### src/rtl/run_sequencer_pkg.sv
// run_sequencer_pkg: shared widths, FSM state encoding and helpers for the
// benchmark run sequencer (run_sequencer, run_stats, run_sequencer_if).
package run_sequencer_pkg;

  localparam int unsigned RUN_CNT_W = 32;
  localparam int unsigned TOTAL_W   = 40;
  localparam int unsigned RUNS_W    = 8;

  typedef enum logic [2:0] {
    IDLE   = 3'd0,
    LAUNCH = 3'd1,
    WAIT   = 3'd2,
    GAP    = 3'd3,
    REPORT = 3'd4
  } state_e;

  typedef logic [RUN_CNT_W-1:0] cycles_t;

  // Increment that sticks at all-ones instead of wrapping.
  function automatic cycles_t sat_inc(input cycles_t v);
    return (v == '1) ? v : v + RUN_CNT_W'(1);
  endfunction

endpackage

### src/rtl/run_sequencer_if.sv
// run_sequencer_if: host/DUT-facing bundle of the run sequencer.
//   start_i, num_runs_i     : batch request and run count
//   go_o, done_i            : launch pulse to / completion from the DUT
//   busy_o, result_valid_o  : sequencer status
//   min/max/total_cycles_o, runs_done_o, timeout_o : batch statistics
// Modports: master = host side (bench), slave = sequencer side.
interface run_sequencer_if;
  import run_sequencer_pkg::*;

  logic                 start_i;
  logic [RUNS_W-1:0]    num_runs_i;
  logic                 go_o;
  logic                 done_i;
  logic                 busy_o;
  logic                 result_valid_o;
  logic [RUN_CNT_W-1:0] min_cycles_o;
  logic [RUN_CNT_W-1:0] max_cycles_o;
  logic [TOTAL_W-1:0]   total_cycles_o;
  logic [RUNS_W-1:0]    runs_done_o;
  logic                 timeout_o;

  modport master (
    output start_i, num_runs_i, done_i,
    input  go_o, busy_o, result_valid_o, min_cycles_o, max_cycles_o,
           total_cycles_o, runs_done_o, timeout_o
  );

  modport slave (
    input  start_i, num_runs_i, done_i,
    output go_o, busy_o, result_valid_o, min_cycles_o, max_cycles_o,
           total_cycles_o, runs_done_o, timeout_o
  );
endinterface

### src/rtl/run_sequencer_stats.sv
// run_stats: accumulates min/max/total/count of completed run lengths.
//   clk, reset (async, active-low)
//   clear  : start a new batch (min/max/total/count -> empty)
//   update : one run finished with the given length
//   outputs are registered; min_cycles reads 0 until the first run lands.
module run_stats
  import run_sequencer_pkg::*;
(
  input  logic                 clk,
  input  logic                 reset,
  input  logic                 clear,
  input  logic                 update,
  input  logic [RUN_CNT_W-1:0] length,
  output logic [RUN_CNT_W-1:0] min_cycles,
  output logic [RUN_CNT_W-1:0] max_cycles,
  output logic [TOTAL_W-1:0]   total_cycles,
  output logic [RUNS_W-1:0]    runs_done
);

  // Running minimum starts at all-ones so the first run always wins;
  // the visible min_cycles stays 0 until then.
  cycles_t min_acc;
  cycles_t min_next_c;

  assign min_next_c = (length < min_acc) ? length : min_acc;

  always_ff @(posedge clk or negedge reset) begin
    if (!reset) begin
      min_acc      <= '1;
      min_cycles   <= '0;
      max_cycles   <= '0;
      total_cycles <= '0;
      runs_done    <= '0;
    end else if (clear) begin
      min_acc      <= '1;
      min_cycles   <= '0;
      max_cycles   <= '0;
      total_cycles <= '0;
      runs_done    <= '0;
    end else if (update) begin
      min_acc      <= min_next_c;
      min_cycles   <= min_next_c;
      if (length > max_cycles) max_cycles <= length;
      total_cycles <= total_cycles + TOTAL_W'(length);
      runs_done    <= runs_done + RUNS_W'(1);
    end
  end

endmodule

### src/rtl/run_sequencer.sv
// run_sequencer: launches a batch of DUT runs, times each one and reports
// min/max/total run length.
//   clk            : rising-edge clock
//   reset          : asynchronous active-low reset, forces IDLE, outputs 0
//   bus (slave)    : start/num_runs request, go/done DUT handshake, stats
// Optional watchdog: define RUN_SEQ_TIMEOUT_EN to abort a WAIT that reaches
// TIMEOUT_CYCLES without done_i; otherwise timeout_o is tied to 0.
module run_sequencer
  import run_sequencer_pkg::*;
#(
  parameter int unsigned TIMEOUT_CYCLES = 1000000
) (
  input  logic            clk,
  input  logic            reset,
  run_sequencer_if.slave  bus
);

  state_e            state_q, state_d;
  logic [RUNS_W-1:0] num_q;
  cycles_t           cnt_q;
  logic              go_q, busy_q, valid_q;
  logic              clear_c, update_c, abort_c, last_run_c;
  logic [RUNS_W-1:0] runs_done;

  // The run being completed now is the last one of the batch.
  assign last_run_c = (RUNS_W'(runs_done + RUNS_W'(1)) == num_q);

`ifdef RUN_SEQ_TIMEOUT_EN
  localparam cycles_t TIMEOUT_LIMIT = RUN_CNT_W'(TIMEOUT_CYCLES);
  logic timeout_q;

  assign abort_c = (state_q == WAIT) && !bus.done_i && (cnt_q >= TIMEOUT_LIMIT);

  always_ff @(posedge clk or negedge reset) begin
    if (!reset)       timeout_q <= 1'b0;
    else if (clear_c) timeout_q <= 1'b0;
    else if (abort_c) timeout_q <= 1'b1;
  end

  assign bus.timeout_o = timeout_q;
`else
  assign abort_c       = 1'b0;
  assign bus.timeout_o = 1'b0;
`endif

  // State register
  always_ff @(posedge clk or negedge reset) begin
    if (!reset) state_q <= IDLE;
    else        state_q <= state_d;
  end

  // Next-state logic
  always_comb begin
    state_d = state_q;
    case (state_q)
      IDLE:   if (bus.start_i) state_d = (bus.num_runs_i == '0) ? REPORT : LAUNCH;
      LAUNCH: state_d = WAIT;
      WAIT: begin
        if (bus.done_i)   state_d = last_run_c ? REPORT : GAP;
        else if (abort_c) state_d = REPORT;
      end
      GAP:    state_d = LAUNCH;
      REPORT: state_d = IDLE;
      default: state_d = IDLE;
    endcase
  end

  // Control strobes decoded from the current state
  always_comb begin
    clear_c  = 1'b0;
    update_c = 1'b0;
    case (state_q)
      IDLE:    clear_c  = bus.start_i;
      WAIT:    update_c = bus.done_i;
      default: ;
    endcase
  end

  // Datapath and registered outputs; go/busy are derived from the state
  // being entered so they line up with LAUNCH / non-IDLE cycles.
  always_ff @(posedge clk or negedge reset) begin
    if (!reset) begin
      num_q   <= '0;
      cnt_q   <= '0;
      go_q    <= 1'b0;
      busy_q  <= 1'b0;
      valid_q <= 1'b0;
    end else begin
      go_q   <= (state_d == LAUNCH);
      busy_q <= (state_d != IDLE);
      if (clear_c) num_q <= bus.num_runs_i;
      if (state_q == LAUNCH)                cnt_q <= '0;
      else if (state_q == WAIT && !bus.done_i) cnt_q <= sat_inc(cnt_q);
      if (clear_c)                 valid_q <= 1'b0;
      else if (state_q == REPORT)  valid_q <= 1'b1;
    end
  end

  assign bus.go_o           = go_q;
  assign bus.busy_o         = busy_q;
  assign bus.result_valid_o = valid_q;
  assign bus.runs_done_o    = runs_done;

  run_stats u_stats (
    .clk          (clk),
    .reset        (reset),
    .clear        (clear_c),
    .update       (update_c),
    .length       (cnt_q),
    .min_cycles   (bus.min_cycles_o),
    .max_cycles   (bus.max_cycles_o),
    .total_cycles (bus.total_cycles_o),
    .runs_done    (runs_done)
  );

endmodule

### src/flat_wrapper.sv
// flat-port wrapper written by rule: the top's interface ports become plain ports
module run_sequencer_flat import run_sequencer_pkg::*;
#(
  parameter int unsigned TIMEOUT_CYCLES = 1000000
)
  (clk, reset, bus_start_i, bus_num_runs_i, bus_done_i, bus_go_o, bus_busy_o, bus_result_valid_o, bus_min_cycles_o, bus_max_cycles_o, bus_total_cycles_o, bus_runs_done_o, bus_timeout_o);
  run_sequencer_if bus_i ();
  input  logic clk;
  input  logic reset;
  input wire logic [$bits(bus_i.start_i)-1:0] bus_start_i;
  input wire logic [$bits(bus_i.num_runs_i)-1:0] bus_num_runs_i;
  input wire logic [$bits(bus_i.done_i)-1:0] bus_done_i;
  output wire logic [$bits(bus_i.go_o)-1:0] bus_go_o;
  output wire logic [$bits(bus_i.busy_o)-1:0] bus_busy_o;
  output wire logic [$bits(bus_i.result_valid_o)-1:0] bus_result_valid_o;
  output wire logic [$bits(bus_i.min_cycles_o)-1:0] bus_min_cycles_o;
  output wire logic [$bits(bus_i.max_cycles_o)-1:0] bus_max_cycles_o;
  output wire logic [$bits(bus_i.total_cycles_o)-1:0] bus_total_cycles_o;
  output wire logic [$bits(bus_i.runs_done_o)-1:0] bus_runs_done_o;
  output wire logic [$bits(bus_i.timeout_o)-1:0] bus_timeout_o;
  assign bus_i.start_i = bus_start_i;
  assign bus_i.num_runs_i = bus_num_runs_i;
  assign bus_i.done_i = bus_done_i;
  assign bus_go_o = bus_i.go_o;
  assign bus_busy_o = bus_i.busy_o;
  assign bus_result_valid_o = bus_i.result_valid_o;
  assign bus_min_cycles_o = bus_i.min_cycles_o;
  assign bus_max_cycles_o = bus_i.max_cycles_o;
  assign bus_total_cycles_o = bus_i.total_cycles_o;
  assign bus_runs_done_o = bus_i.runs_done_o;
  assign bus_timeout_o = bus_i.timeout_o;
  run_sequencer #(.TIMEOUT_CYCLES(TIMEOUT_CYCLES)) u_core (.clk(clk), .reset(reset), .bus(bus_i));
endmodule
### config.mk
export PLATFORM = sky130hd
export DESIGN_NAME = run_sequencer_flat
export DESIGN_NICKNAME = d
export VERILOG_FILES = /design/src/rtl/run_sequencer_pkg.sv /design/src/rtl/run_sequencer_if.sv /design/src/rtl/run_sequencer_stats.sv /design/src/rtl/run_sequencer.sv /design/src/flat_wrapper.sv
export SDC_FILE = /design/constraint.sdc
export NUM_CORES = 1
export LEC_CHECK = 0
export ABC_AREA = 1
export ABC_CLOCK_PERIOD_IN_PS = 3200
export CORE_MARGIN = 3
export CORE_UTILIZATION = 28
export CTS_BUF_LIST = sky130_fd_sc_hd__clkbuf_4
export CTS_CLUSTER_SIZE = 8
export DETAILED_ROUTE_END_ITERATION = 6
export HOLD_SLACK_MARGIN = 0.1
export PLACE_DENSITY_LB_ADDON = 0.2
export SLEW_MARGIN = 20
export SYNTH_ARGS = -nofsm -noshare
export SYNTH_HDL_FRONTEND = slang
export SYNTH_HIERARCHICAL = 1
export SYNTH_SLANG_ARGS = --single-unit
### constraint.sdc
create_clock -name clk -period 3.2 [get_ports clk]
set_clock_uncertainty 0.2 [all_clocks]
set_input_delay 0.48 -clock clk [delete_from_list [all_inputs] [get_ports clk]]
set_output_delay 0.48 -clock clk [all_outputs]
set_load 0.05 [all_outputs]
==> summary.md <==
| Metric | Value |
|---|---|
| Clk sinks | `190` |
| Unrepaired setup endpoints after global routing | `false` |
| Fin worst setup slack | `0.2306 ns` |
| Final setup vio count | `0` |
| Sw frac | `51.49%` |
| Worst hold path cell count | `3` |
| Worst VDD drop | `0.7104 mV` |
| Worst Path Arrival | `3.40 ns` |
| Cell Area, Synth | `13620 um^2` |
| Core Box Area | `47850 um^2` |
| Worst-Skew Late Latency | `0.68 ns` |
| Critical path type | `register to register` |
| Initial core utilization | `28.46%` |
| Min Tclk post-route | `2.969 ns` |
| Root Driver | `clkbuf_4` |
| Vias per cell | `4.990` |
| Leakage | `7.606 nW` |
| Grt ovf | `0` |
| Slew @ Worst Pin | `0.6840 ns` |
| Fmax | `336.8 MHz` |
| Post_cts resized | `0` |
| Largest net degree at the start of global routing | `65` |
| Main flop type after synthesis | `dfrtp_1` |
| Post-synth EDFFs | `0` |
| Power Density | `668.4 nW/um^2` |
| Input/output buffers | `126` |
| Routed wire per std cell | `18.21 um` |
| Layout area overhead | `18.28%` |
| Final hold vios | `0` |
| GRT met1 Usage | `25.92%` |
| Die area | `51310 um^2` |
| Warnings, synthesis | `6` |
| Commonest non-fill, non-tap cell in the layout | `nand2_1` |
| Seq pwr share | `33.3%` |
| Mean Syn Cell Area | `7.329 um^2` |
| Grt met3 use | `3.094%` |
| Total CTS buffers | `17` |
| Register bit total from synthesis | `190` |
| Post-synthesis async set-or-reset flop share | `100.0%` |
| I/O Pins | `128` |
| Clk network pwr share | `14.0%` |
| Maxcap violations | `0` |
| Hold WC Path Type | `input port to register` |
| Initial drt markers | `976` |
| Drt pass-1 iters | `5` |
| Initial antenna violation count | `2` |
| Syn Inst Count | `1858` |
| Site row count | `80` |
| Final wirelength | `47.83 mm` |
| Switching power | `0.005543 W` |
| Crit Path Max Fanout | `7` |
| Setup crit end kind | `register` |
| DR vias | `13.11k` |
| Setup TNS | `0 ns` |
| H-tree depth | `4` |
| Vias in the first global route | `12.64k` |
| Status | `finished, final reports clean` |
| GRT busiest layer | `met2` |
| First-pass GRT wire length | `74.50 mm` |
| Slew HR | `54.40%` |
| Period utilization | `92.79%` |
| Setup repair bufs after CTS | `0` |
| Die W | `226.5 um` |
| Clock Pin Slew Worst Setup and Hold Paths | `0.19 ns` |
| DP HPWL | `35.09 mm` |
| # DRC | `0` |
| Met2 usage | `31.19%` |
| Clk buf depth | `2` |
| Commonest cells after routing, fill and taps aside | `nand2_1, inv_1, dfrtp_1` |
| Place WS | `0.2876 ns` |
| Synth unique cells | `58` |
| CP required | `3.63 ns` |
| FF-to-FF path depth | `14` |
| Max-slew violations | `0` |
| GR Util All Layers | `18.87%` |
| Kind of start point of the critical path | `register` |
| Combinational Power Share | `52.7%` |
| Fin nets | `2107` |
| Pint | `0.005222 W` |
| Syn nets | `1969` |
| Layout cells sized above 1 | `11.00%` |
| TritonCTS clock tree | `built` |
| Sequential share of the synthesized area | `35.21%` |
| Die height | `226.5 um` |
| ANT nets after route | `0` |
| Routability congestion estimate | `0.9365` |
==> final cells by class <==
| cell class | instances | area (um^2) |
|---|---|---|
| clock buffer | 17 | 127.6 |
| sequential | 190 | 4795 |
| tap | 615 | 769.5 |
| multi-input combinational | 1397 | 7659 |
| clock inverter | 15 | 180.2 |
| inverter | 208 | 789.5 |
| antenna | 3 | 7.507 |
| timing repair buffer | 182 | 1778 |
| fill | 5121 | 31740 |
==> timing repair <==
item                                   4_1_cts  5_1_grt
hold buffers                                 3        0
endpoints found under the hold margin      170        0
setup endpoints to repair                    0        0
==> synth_stat cells (4+ instances only) <==
cell | count | area, um^2
nand2_1 | 541 | 2031
inv_1 | 190 | 713.2
dfrtp_1 | 158 | 3954
nand3_1 | 138 | 690.7
a21oi_1 | 129 | 645.6
nor2_1 | 128 | 480.5
ha_1 | 98 | 1226
nand4_1 | 83 | 519.3
o21ai_0 | 62 | 310.3
nand3_2 | 33 | 330.3
dfstp_2 | 32 | 840.8
nor3_1 | 26 | 130.1
o21ai_1 | 25 | 125.1
buf_2 | 18 | 90.09
clkbuf_1 | 17 | 63.81
xnor2_1 | 17 | 148.9
xor2_1 | 13 | 113.9
inv_2 | 12 | 45.04
buf_1 | 10 | 37.54
nor2_2 | 10 | 62.56
o21ai_2 | 10 | 87.58
buf_4 | 8 | 60.06
o31ai_1 | 8 | 60.06
nand2_2 | 7 | 43.79
nand3b_1 | 7 | 52.55
o21a_1 | 6 | 45.04
nor3_2 | 5 | 50.05
a21o_1 | 4 | 30.03
a31oi_1 | 4 | 25.02
nor2_4 | 4 | 45.04
or2_2 | 4 | 25.02
==> power by group through the flow <==
stage | logic, W | registers (W) | clock network (W)
3_5_place_dp | 0.00570 | 0.00364 | 0
5_1_grt | 0.00629 | 0.00366 | 0.00167
2_1_floorplan | 0.00369 | 0.00403 | 0
4_1_cts | 0.00573 | 0.00360 | 0.00158
6_report | 0.00568 | 0.00359 | 0.00150
3_3_place_gp | 0.00565 | 0.00363 | 0
==> per-layer routing <==
metal	wire length, um	up-vias
met4	792	0
met3	2553	35
li1	-	6431
met2	22540	370
met1	21950	6274
met5	0	-
==> flip-flops by register name (all words and copies together), names as in the netlist <==
name and cells:
u_core/state_q 3, u_core/u_stats/runs_done 8, u_core/u_stats/min_cycles 32, u_core/u_stats/total_cycles 40, u_core/u_stats/max_cycles 32, u_core/num_q 8
u_core/bus.busy_o 1, u_core/bus.go_o 1, u_core/u_stats/min_acc 32, u_core/cnt_q 32, u_core/bus.result_valid_o 1
==> stage by stage <==
step / total power [W] / area [um^2] / hold WS, ns / util, % / instances
6_report: 0.01077 / 16110 / 0.2061 / 33.66 / 2627
5_1_grt: 0.01162 / 16110 / 0.1564 / 33.66 / 2627
4_1_cts: 0.01091 / 16100 / 0.1368 / 33.65 / 2624
3_5_place_dp: 0.009340 / 15750 / 0.2700 / 32.92 / 2589
3_3_place_gp: 0.009280 / 15750 / 0.2646 / 32.92 / 2589
2_1_floorplan: 0.007721 / 13620 / -0.01559 / - / 1858
==> cells by family (layout without fill, tap and decap cells) <==
kind of cell	count (synthesis)	in the layout	synth area share, %
adder cells (fa/ha/maj)	99	99	9.152
AND/OR/NAND/NOR	1005	1005	34.29
flip-flops	190	190	35.21
other	1	4	0.02754
AO/OA/AOI/OAI	262	262	10.76
XOR/XNOR	30	30	1.930
buffers and inverters	271	422	8.628
==> path summary, 6_finish.rpt <==
path	from	endpoint	slack, ns
setup / recovery	u_core/cnt_q[0]	u_core/u_stats/total_cycles[24]	0.23
hold / removal	bus_num_runs_i[5]	u_core/num_q[5]	0.21
setup reg to reg	u_core/cnt_q[0]	u_core/u_stats/total_cycles[24]	0.23
hold reg to reg	u_core/u_stats/min_cycles[18]	u_core/u_stats/min_cycles[18]	0.30
max in group asynchronous	reset	u_core/u_stats/min_acc[17]	1.52
min in group asynchronous	reset	u_core/u_stats/min_cycles[16]	0.62
==> worst max-delay path, stage by stage, from the launching register on <==
cell and delay [ns]:
dfrtp_1 0.52, ha_1 0.32, fa_1 0.49, nand2_1 0.13
nand2_1 0.09, and2_1 0.21, nand2_1 0.10, nand2b_2 0.09
nand2_1 0.08, nand2_1 0.17, a21oi_1 0.26, inv_1 0.07
nand2_1 0.06, nand3_1 0.07, nand2_1 0.07
Note: power is estimated with default switching activity, not from simulation.
